==> src/rtl/ipd_queue_if.sv <==
// Bundle of the IF -> pre-decode queue -> ID handshake and decoded head entry.
// The queue drives the slave side; the fetch/decode environment drives the master side.
interface ipd_queue_if #(
    parameter int DEPTH = 4,
    parameter int PC_WD = 32
);
    localparam int CW = $clog2(DEPTH) + 1;

    logic             IF_to_IPD_valid;
    logic [PC_WD-1:0] IF_pc;
    logic [31:0]      IF_inst;
    logic             IPD_allow_in;
    logic             br_taken_cancel;
    logic             ID_allow_in;
    logic             IPD_to_ID_valid;
    logic [PC_WD-1:0] out_pc;
    logic [31:0]      out_inst;
    logic [4:0]       out_raddr1;
    logic [4:0]       out_raddr2;
    logic [4:0]       out_waddr;
    logic [31:0]      out_imm;
    logic             out_illegal;
    logic [CW-1:0]    occupancy;

    modport master (
        output IF_to_IPD_valid, IF_pc, IF_inst, br_taken_cancel, ID_allow_in,
        input  IPD_allow_in, IPD_to_ID_valid, out_pc, out_inst, out_raddr1,
               out_raddr2, out_waddr, out_imm, out_illegal, occupancy
    );

    modport slave (
        input  IF_to_IPD_valid, IF_pc, IF_inst, br_taken_cancel, ID_allow_in,
        output IPD_allow_in, IPD_to_ID_valid, out_pc, out_inst, out_raddr1,
               out_raddr2, out_waddr, out_imm, out_illegal, occupancy
    );
endinterface

==> src/rtl/ipd_queue.sv <==
// Pre-decode stage: decodes each fetched instruction once on entry and holds
// the decoded results in a DEPTH-entry FIFO that ID reads from the head.
module ipd_queue #(
    parameter int DEPTH    = 4,
    parameter int PC_WD    = 32,
    parameter int LINK_REG = 1
) (
    input logic          clk,
    input logic          reset,
    ipd_queue_if.slave   bus
);
    localparam int AW = $clog2(DEPTH);
    localparam int CW = AW + 1;

    typedef struct packed {
        logic [PC_WD-1:0] pc;
        logic [31:0]      inst;
        logic [4:0]       raddr1;
        logic [4:0]       raddr2;
        logic [4:0]       waddr;
        logic [31:0]      imm;
        logic             illegal;
    } entry_t;

    logic [AW-1:0] rd_ptr_q, rd_ptr_d, wr_ptr_q, wr_ptr_d;
    logic [CW-1:0] count_q, count_d;
    entry_t        entry_q [DEPTH];
    entry_t        dec;
    logic          push, pop, allow_in, head_valid;

    // Instruction field slices and opcode groups
    logic [31:0] inst;
    logic [16:0] op17;
    logic [9:0]  op10;
    logic [6:0]  op7;
    logic [5:0]  op6;
    logic [4:0]  f_rd, f_rj, f_rk;

    always_comb begin
        inst = bus.IF_inst;
        op17 = inst[31:15];
        op10 = inst[31:22];
        op7  = inst[31:25];
        op6  = inst[31:26];
        f_rd = inst[4:0];
        f_rj = inst[9:5];
        f_rk = inst[14:10];

        dec         = '0;
        dec.pc      = bus.IF_pc;
        dec.inst    = inst;
        dec.illegal = 1'b0;

        if (op17 inside {17'h00020, 17'h00022, 17'h00038, 17'h0002A, 17'h00028,
                         17'h00029, 17'h0002B, 17'h00024, 17'h00025}) begin
            // R-type: add.w sub.w mul.w or nor and xor slt sltu
            dec.raddr1 = f_rk;
            dec.raddr2 = f_rj;
            dec.waddr  = f_rd;
        end else if (op17 inside {17'h00081, 17'h00089, 17'h00091}) begin
            // slli.w srli.w srai.w
            dec.raddr1 = f_rj;
            dec.waddr  = f_rd;
            dec.imm    = {27'b0, inst[14:10]};
        end else if (op10 inside {10'h00A, 10'h0A0, 10'h0A2}) begin
            // addi.w ld.b ld.w
            dec.raddr1 = f_rj;
            dec.waddr  = f_rd;
            dec.imm    = {{20{inst[21]}}, inst[21:10]};
        end else if (op10 inside {10'h00E, 10'h00D}) begin
            // ori andi
            dec.raddr1 = f_rj;
            dec.waddr  = f_rd;
            dec.imm    = {20'b0, inst[21:10]};
        end else if (op10 inside {10'h0A4, 10'h0A6}) begin
            // st.b st.w: store data comes from the rd field
            dec.raddr1 = f_rj;
            dec.raddr2 = f_rd;
            dec.imm    = {{20{inst[21]}}, inst[21:10]};
        end else if (op7 inside {7'h0A, 7'h0E}) begin
            // lu12i.w pcaddu12i
            dec.waddr = f_rd;
            dec.imm   = {inst[24:5], 12'b0};
        end else if (op6 == 6'h13) begin
            // jirl
            dec.raddr1 = f_rj;
            dec.waddr  = f_rd;
            dec.imm    = {{14{inst[25]}}, inst[25:10], 2'b0};
        end else if (op6 inside {6'h16, 6'h17}) begin
            // beq bne
            dec.raddr1 = f_rj;
            dec.raddr2 = f_rd;
            dec.imm    = {{14{inst[25]}}, inst[25:10], 2'b0};
        end else if (op6 inside {6'h14, 6'h15}) begin
            // b bl: offs26 high part sits in inst[9:0], low part in inst[25:10]
            dec.imm = {{4{inst[9]}}, inst[9:0], inst[25:10], 2'b0};
            if (op6 == 6'h15) begin
                dec.waddr = 5'(LINK_REG);
            end
        end else begin
            dec.illegal = 1'b1;
        end
    end

    assign head_valid = (count_q != '0);
    assign allow_in   = (count_q != CW'(DEPTH)) | bus.ID_allow_in;
    assign push       = bus.IF_to_IPD_valid & allow_in & ~bus.br_taken_cancel;
    assign pop        = head_valid & bus.ID_allow_in & ~bus.br_taken_cancel;

    always_comb begin
        rd_ptr_d = rd_ptr_q;
        wr_ptr_d = wr_ptr_q;
        count_d  = count_q;
        if (bus.br_taken_cancel) begin
            // Flush: queue empties; the same-cycle push never reached storage
            rd_ptr_d = wr_ptr_q;
            count_d  = '0;
        end else begin
            if (push) wr_ptr_d = wr_ptr_q + AW'(1);
            if (pop)  rd_ptr_d = rd_ptr_q + AW'(1);
            case ({push, pop})
                2'b10:   count_d = count_q + CW'(1);
                2'b01:   count_d = count_q - CW'(1);
                default: count_d = count_q;
            endcase
        end
    end

    always_ff @(posedge clk) begin
        if (reset) begin
            rd_ptr_q <= '0;
            wr_ptr_q <= '0;
            count_q  <= '0;
        end else begin
            rd_ptr_q <= rd_ptr_d;
            wr_ptr_q <= wr_ptr_d;
            count_q  <= count_d;
        end
    end

    // Storage is cleared on reset so the head outputs are never X
    for (genvar gi = 0; gi < DEPTH; gi++) begin : g_entry
        always_ff @(posedge clk) begin
            if (reset) begin
                entry_q[gi] <= '0;
            end else if (push && (wr_ptr_q == AW'(gi))) begin
                entry_q[gi] <= dec;
            end
        end
    end

    assign bus.IPD_allow_in    = allow_in;
    assign bus.IPD_to_ID_valid = head_valid;
    assign bus.occupancy       = count_q;
    assign bus.out_pc          = entry_q[rd_ptr_q].pc;
    assign bus.out_inst        = entry_q[rd_ptr_q].inst;
    assign bus.out_raddr1      = entry_q[rd_ptr_q].raddr1;
    assign bus.out_raddr2      = entry_q[rd_ptr_q].raddr2;
    assign bus.out_waddr       = entry_q[rd_ptr_q].waddr;
    assign bus.out_imm         = entry_q[rd_ptr_q].imm;
    assign bus.out_illegal     = entry_q[rd_ptr_q].illegal;
endmodule

==> src/flat_wrapper.sv <==
// flat-port wrapper written by rule: the top's interface ports become plain ports
module ipd_queue_flat 
#(
    parameter int DEPTH    = 4,
    parameter int PC_WD    = 32,
    parameter int LINK_REG = 1
)
  (clk, reset, bus_IF_to_IPD_valid, bus_IF_pc, bus_IF_inst, bus_br_taken_cancel, bus_ID_allow_in, bus_IPD_allow_in, bus_IPD_to_ID_valid, bus_out_pc, bus_out_inst, bus_out_raddr1, bus_out_raddr2, bus_out_waddr, bus_out_imm, bus_out_illegal, bus_occupancy);
  ipd_queue_if #(.DEPTH(DEPTH), .PC_WD(PC_WD)) bus_i ();
  input logic clk;
  input logic reset;
  input wire logic [$bits(bus_i.IF_to_IPD_valid)-1:0] bus_IF_to_IPD_valid;
  input wire logic [$bits(bus_i.IF_pc)-1:0] bus_IF_pc;
  input wire logic [$bits(bus_i.IF_inst)-1:0] bus_IF_inst;
  input wire logic [$bits(bus_i.br_taken_cancel)-1:0] bus_br_taken_cancel;
  input wire logic [$bits(bus_i.ID_allow_in)-1:0] bus_ID_allow_in;
  output wire logic [$bits(bus_i.IPD_allow_in)-1:0] bus_IPD_allow_in;
  output wire logic [$bits(bus_i.IPD_to_ID_valid)-1:0] bus_IPD_to_ID_valid;
  output wire logic [$bits(bus_i.out_pc)-1:0] bus_out_pc;
  output wire logic [$bits(bus_i.out_inst)-1:0] bus_out_inst;
  output wire logic [$bits(bus_i.out_raddr1)-1:0] bus_out_raddr1;
  output wire logic [$bits(bus_i.out_raddr2)-1:0] bus_out_raddr2;
  output wire logic [$bits(bus_i.out_waddr)-1:0] bus_out_waddr;
  output wire logic [$bits(bus_i.out_imm)-1:0] bus_out_imm;
  output wire logic [$bits(bus_i.out_illegal)-1:0] bus_out_illegal;
  output wire logic [$bits(bus_i.occupancy)-1:0] bus_occupancy;
  assign bus_i.IF_to_IPD_valid = bus_IF_to_IPD_valid;
  assign bus_i.IF_pc = bus_IF_pc;
  assign bus_i.IF_inst = bus_IF_inst;
  assign bus_i.br_taken_cancel = bus_br_taken_cancel;
  assign bus_i.ID_allow_in = bus_ID_allow_in;
  assign bus_IPD_allow_in = bus_i.IPD_allow_in;
  assign bus_IPD_to_ID_valid = bus_i.IPD_to_ID_valid;
  assign bus_out_pc = bus_i.out_pc;
  assign bus_out_inst = bus_i.out_inst;
  assign bus_out_raddr1 = bus_i.out_raddr1;
  assign bus_out_raddr2 = bus_i.out_raddr2;
  assign bus_out_waddr = bus_i.out_waddr;
  assign bus_out_imm = bus_i.out_imm;
  assign bus_out_illegal = bus_i.out_illegal;
  assign bus_occupancy = bus_i.occupancy;
  ipd_queue #(.DEPTH(DEPTH), .PC_WD(PC_WD), .LINK_REG(LINK_REG)) u_core (.clk(clk), .reset(reset), .bus(bus_i));
endmodule
==> config.mk <==
export PLATFORM = sky130hd
export DESIGN_NAME = ipd_queue_flat
export DESIGN_NICKNAME = d
export VERILOG_FILES = /design/src/rtl/ipd_queue_if.sv /design/src/rtl/ipd_queue.sv /design/src/flat_wrapper.sv
export SDC_FILE = /design/constraint.sdc
export NUM_CORES = 1
export LEC_CHECK = 0
export BUFFER_PORTS_ARGS = -buffer_cell sky130_fd_sc_hd__buf_2
export CAP_MARGIN = 20
export CORE_MARGIN = 8
export CORE_UTILIZATION = 45
export DETAILED_ROUTE_END_ITERATION = 12
export GPL_ROUTABILITY_DRIVEN = 0
export PLACE_DENSITY = 0.69
export SYNTH_ARGS = -nofsm -noshare
export SYNTH_HDL_FRONTEND = slang
export SYNTH_SLANG_ARGS = --single-unit
==> constraint.sdc <==
create_clock -name clk -period 11.8 [get_ports clk]
set_input_delay 0.59 -clock clk [delete_from_list [all_inputs] [get_ports clk]]
set_output_delay 0.59 -clock clk [all_outputs]
set_load 0.005 [all_outputs]
==> flow_summary.json <==
{
  "slowest_delay_ns": 0.91,
  "rsz0062_at_grt": "false",
  "worst_slack_ns": 8.18,
  "place_inst": 2004,
  "initial_core_util_pct": 45.4,
  "vdd_drop_max_mv": 0.0922,
  "p_per_area_nw_per_um2": 155,
  "yosysMostFrequentCell": "edfxtp_1",
  "status": "finished clean",
  "min_path_cells": 2,
  "dr.pass1.iters": 5,
  "synth_commonest_cells": "edfxtp_1, and3_1, nor2_1",
  "clock-sinks": 457,
  "grt_antenna_before_repair": 9,
  "synth-edff-count": 448,
  "drc": 0,
  "slowest_stage": "dfxtp_4",
  "power.total_mw": 3.59,
  "cts_tree": "yes",
  "synthesis.area_um2": 20500,
  "grt_overflow": 0,
  "netlist_instances": 1324,
  "p_switching_mw": 0.826,
  "power_frac_comb_pct": 8.6,
  "dieWidth_um": 229,
  "wl_per_cell_um": 24.8,
  "rr_worst_depth": 7,
  "crit_buf_inv": 2,
  "r2r_slack_ns": 8.46,
  "area_delta_synth_final_pct": 12.9,
  "routed_wl_um": 51900,
  "clk_path_buf_depth": 3,
  "pwr-share-seq_pct": 52.4,
  "worst_pin_slew_ns": 1.06,
  "drv_cap": 0,
  "arrival_ns": 3.03,
  "ctsRootBufferMaster": "clkbuf_16",
  "fin_cells": 2095,
  "post-route-period-util_pct": 30.7,
  "clock_latency_ns": 0.60,
  "avgSynthCellArea_um2": 15.5,
  "path_cells": "buf_4 > mux4_2 > buf_2",
  "grt_pass1_wl_um": 77400,
  "grt_pass1_vias": 12400,
  "hpwl_um": 30200,
  "grt-busiest-layer": "met2",
  "postSynthNetCount": 1399,
  "via_count": 12200,
  "met3_usage_pct": 4.43,
  "cts_buffers": 46,
  "whs_ns": 0.298,
  "period_needed_ns": 3.62,
  "clkPwrFrac_pct": 39.0,
  "crit_family": "buffers and inverters",
  "hp-class": "input pin to register",
  "dieArea_um2": 52600,
  "timing.rr.end": "u_core.entry_q[2][33]$_SDFFCE_PN0P_",
  "p_int_mw": 2.76,
  "synth_top_area_share_pct": 65.6,
  "clk_pin_slew_worst_paths_ns": 0.06,
  "r2r_start": "u_core.bus.occupancy[0]$_SDFFE_PP0P_",
  "met2_usage_pct": 30.8,
  "holdPathEnd": "u_core.bus.occupancy[1]$_SDFFE_PP0P_",
  "grt_usage_pct": 19.2,
  "critical_path_class": "register to primary output",
  "port_buffers": 185,
  "drtAntennaViolNets": 0,
  "drtIter0Drc": 1293,
  "hp-start": "bus_br_taken_cancel",
  "fin_setup_tns_ns": 0,
  "slew_headroom_pct": 29.1,
  "place_ws_ns": 8.30,
  "grt_use_met1_pct": 25.1,
  "async_flop_share_pct": 0,
  "leakage_nw": 9.06,
  "synthTopCellsByArea": "edfxtp_1, mux4_2, and3_1",
  "grt_max_degree": 129,
  "seq_area_frac_synth_pct": 66.5,
  "fin_skew_ns": 0.0301,
  "synth.distinct_cells": 58,
  "crit_required_ns": 11.21,
  "rows": 78,
  "ctsHoldBuffers": 0,
  "cp_max_fo": 60,
  "cts-resized-gates": 0,
  "fp.dieH_um": 229,
  "nets": 1527,
  "setup-violations-final": 0,
  "start_kind": "register",
  "coreArea_um2": 45200,
  "cts_max_level": 2,
  "cp-end-kind": "primary output",
  "vias_per_cell": 5.84,
  "ys_warn_count": 0,
  "num_io_pins": 186,
  "slew_violations": 0,
  "post_cts_buffers": 0,
  "drive_gt1_share_pct": 27.3,
  "ys.flop_type": "edfxtp_1",
  "p_sw_share_pct": 23.0,
  "ys_seq_elements": 457,
  "yosys.area.top_type": "edfxtp_1",
  "finalHoldViolCount": 0,
  "fmax_mhz": 276
}
[worst max path at each step]
stage	from	endpoint	slack, ns	depth (start not counted)
after global routing	register	bus_out_inst[5]	8.01	3
after detailed placement	bus_ID_allow_in	u_core.entry_q[2][33]$_SDFFCE_PN0P_	8.30	8
after CTS	register	bus_out_inst[5]	8.07	3
after floorplan	u_core.wr_ptr_q[0]$_SDFFE_PP0P_	u_core.entry_q[2][0]$_SDFFCE_PN0P_	7.84	5
final	register	bus_out_inst[17]	8.18	3
after global placement	bus_IF_inst[31]	u_core.entry_q[1][14]$_SDFFCE_PN0P_	8.40	7
[power by group through the flow]
stage	Clock [mW]	Sequential, mW	Combinational [mW]
after CTS	1.42	1.88	0.317
after global placement	0	1.91	0.314
after global routing	1.48	1.89	0.333
final	1.40	1.88	0.309
after floorplan	0	1.91	0.178
after detailed placement	0	1.91	0.316
[stage by stage]
step / instance area, µm² / utilization (%)
3_3_place_gp: 21700 / 48.0
5_1_grt: 23100 / 51.2
3_5_place_dp: 21700 / 48.0
6_report: 23100 / 51.2
4_1_cts: 23100 / 51.2
2_1_floorplan: 20500 / -
[placed cells by master (no fill, tap or decap), types with 3 or more instances in the layout]
cell,count
a21oi_1,13
edfxtp_1,448
clkbuf_16,46
buf_4,12
nand2_2,3
and2_4,3
clkinv_2,7
nand2_1,19
clkbuf_1,13
buf_2,185
bufinv_16,3
o21ai_0,4
nand3b_1,3
or3_1,3
mux4_2,112
diode_2,7
nand2_4,3
dfxtp_1,7
xnor2_1,4
inv_1,7
nor2_1,210
xor2_1,3
ha_2,3
a22oi_1,20
a21o_1,3
and3_1,264
a211oi_1,12
o21a_1,6
a221o_1,6
nor3_1,5
clkinv_1,11
a21o_4,4
[flip-flops by register name (all words and copies together) (netlist names), named ones only]
name	count
u_core.bus.occupancy	3
u_core.entry_q	448
u_core.rd_ptr_q	2
u_core.wr_ptr_q	2
[cells by family after synthesis]
logic type	Yosys count	share of synthesized area [%]
flops	457	66.5
compound gates	76	2.88
mux	112	12.3
buf+inv	126	3.25
simple gates	540	14.3
fa+ha+maj	6	0.403
xor+xnor	7	0.299
[cell type report]
type	count	area [µm²]
diodes	7	17.5
clock inverters	25	211
fillers	3729	22000
well taps	600	751
multi-input cells	741	6250
inverters	8	31.3
repair buffers	198	1040
flip-flops and latches	457	13600
clock buffers	59	1200
[per-layer routing]
layer,part of all wire (%),up-vias
met5,0.079,-
met4,2.9,6
met3,7.9,94
met2,48,493
met1,41,6243
li1,-,5401
No activity file was read; power rests on OpenSTA's default activity.
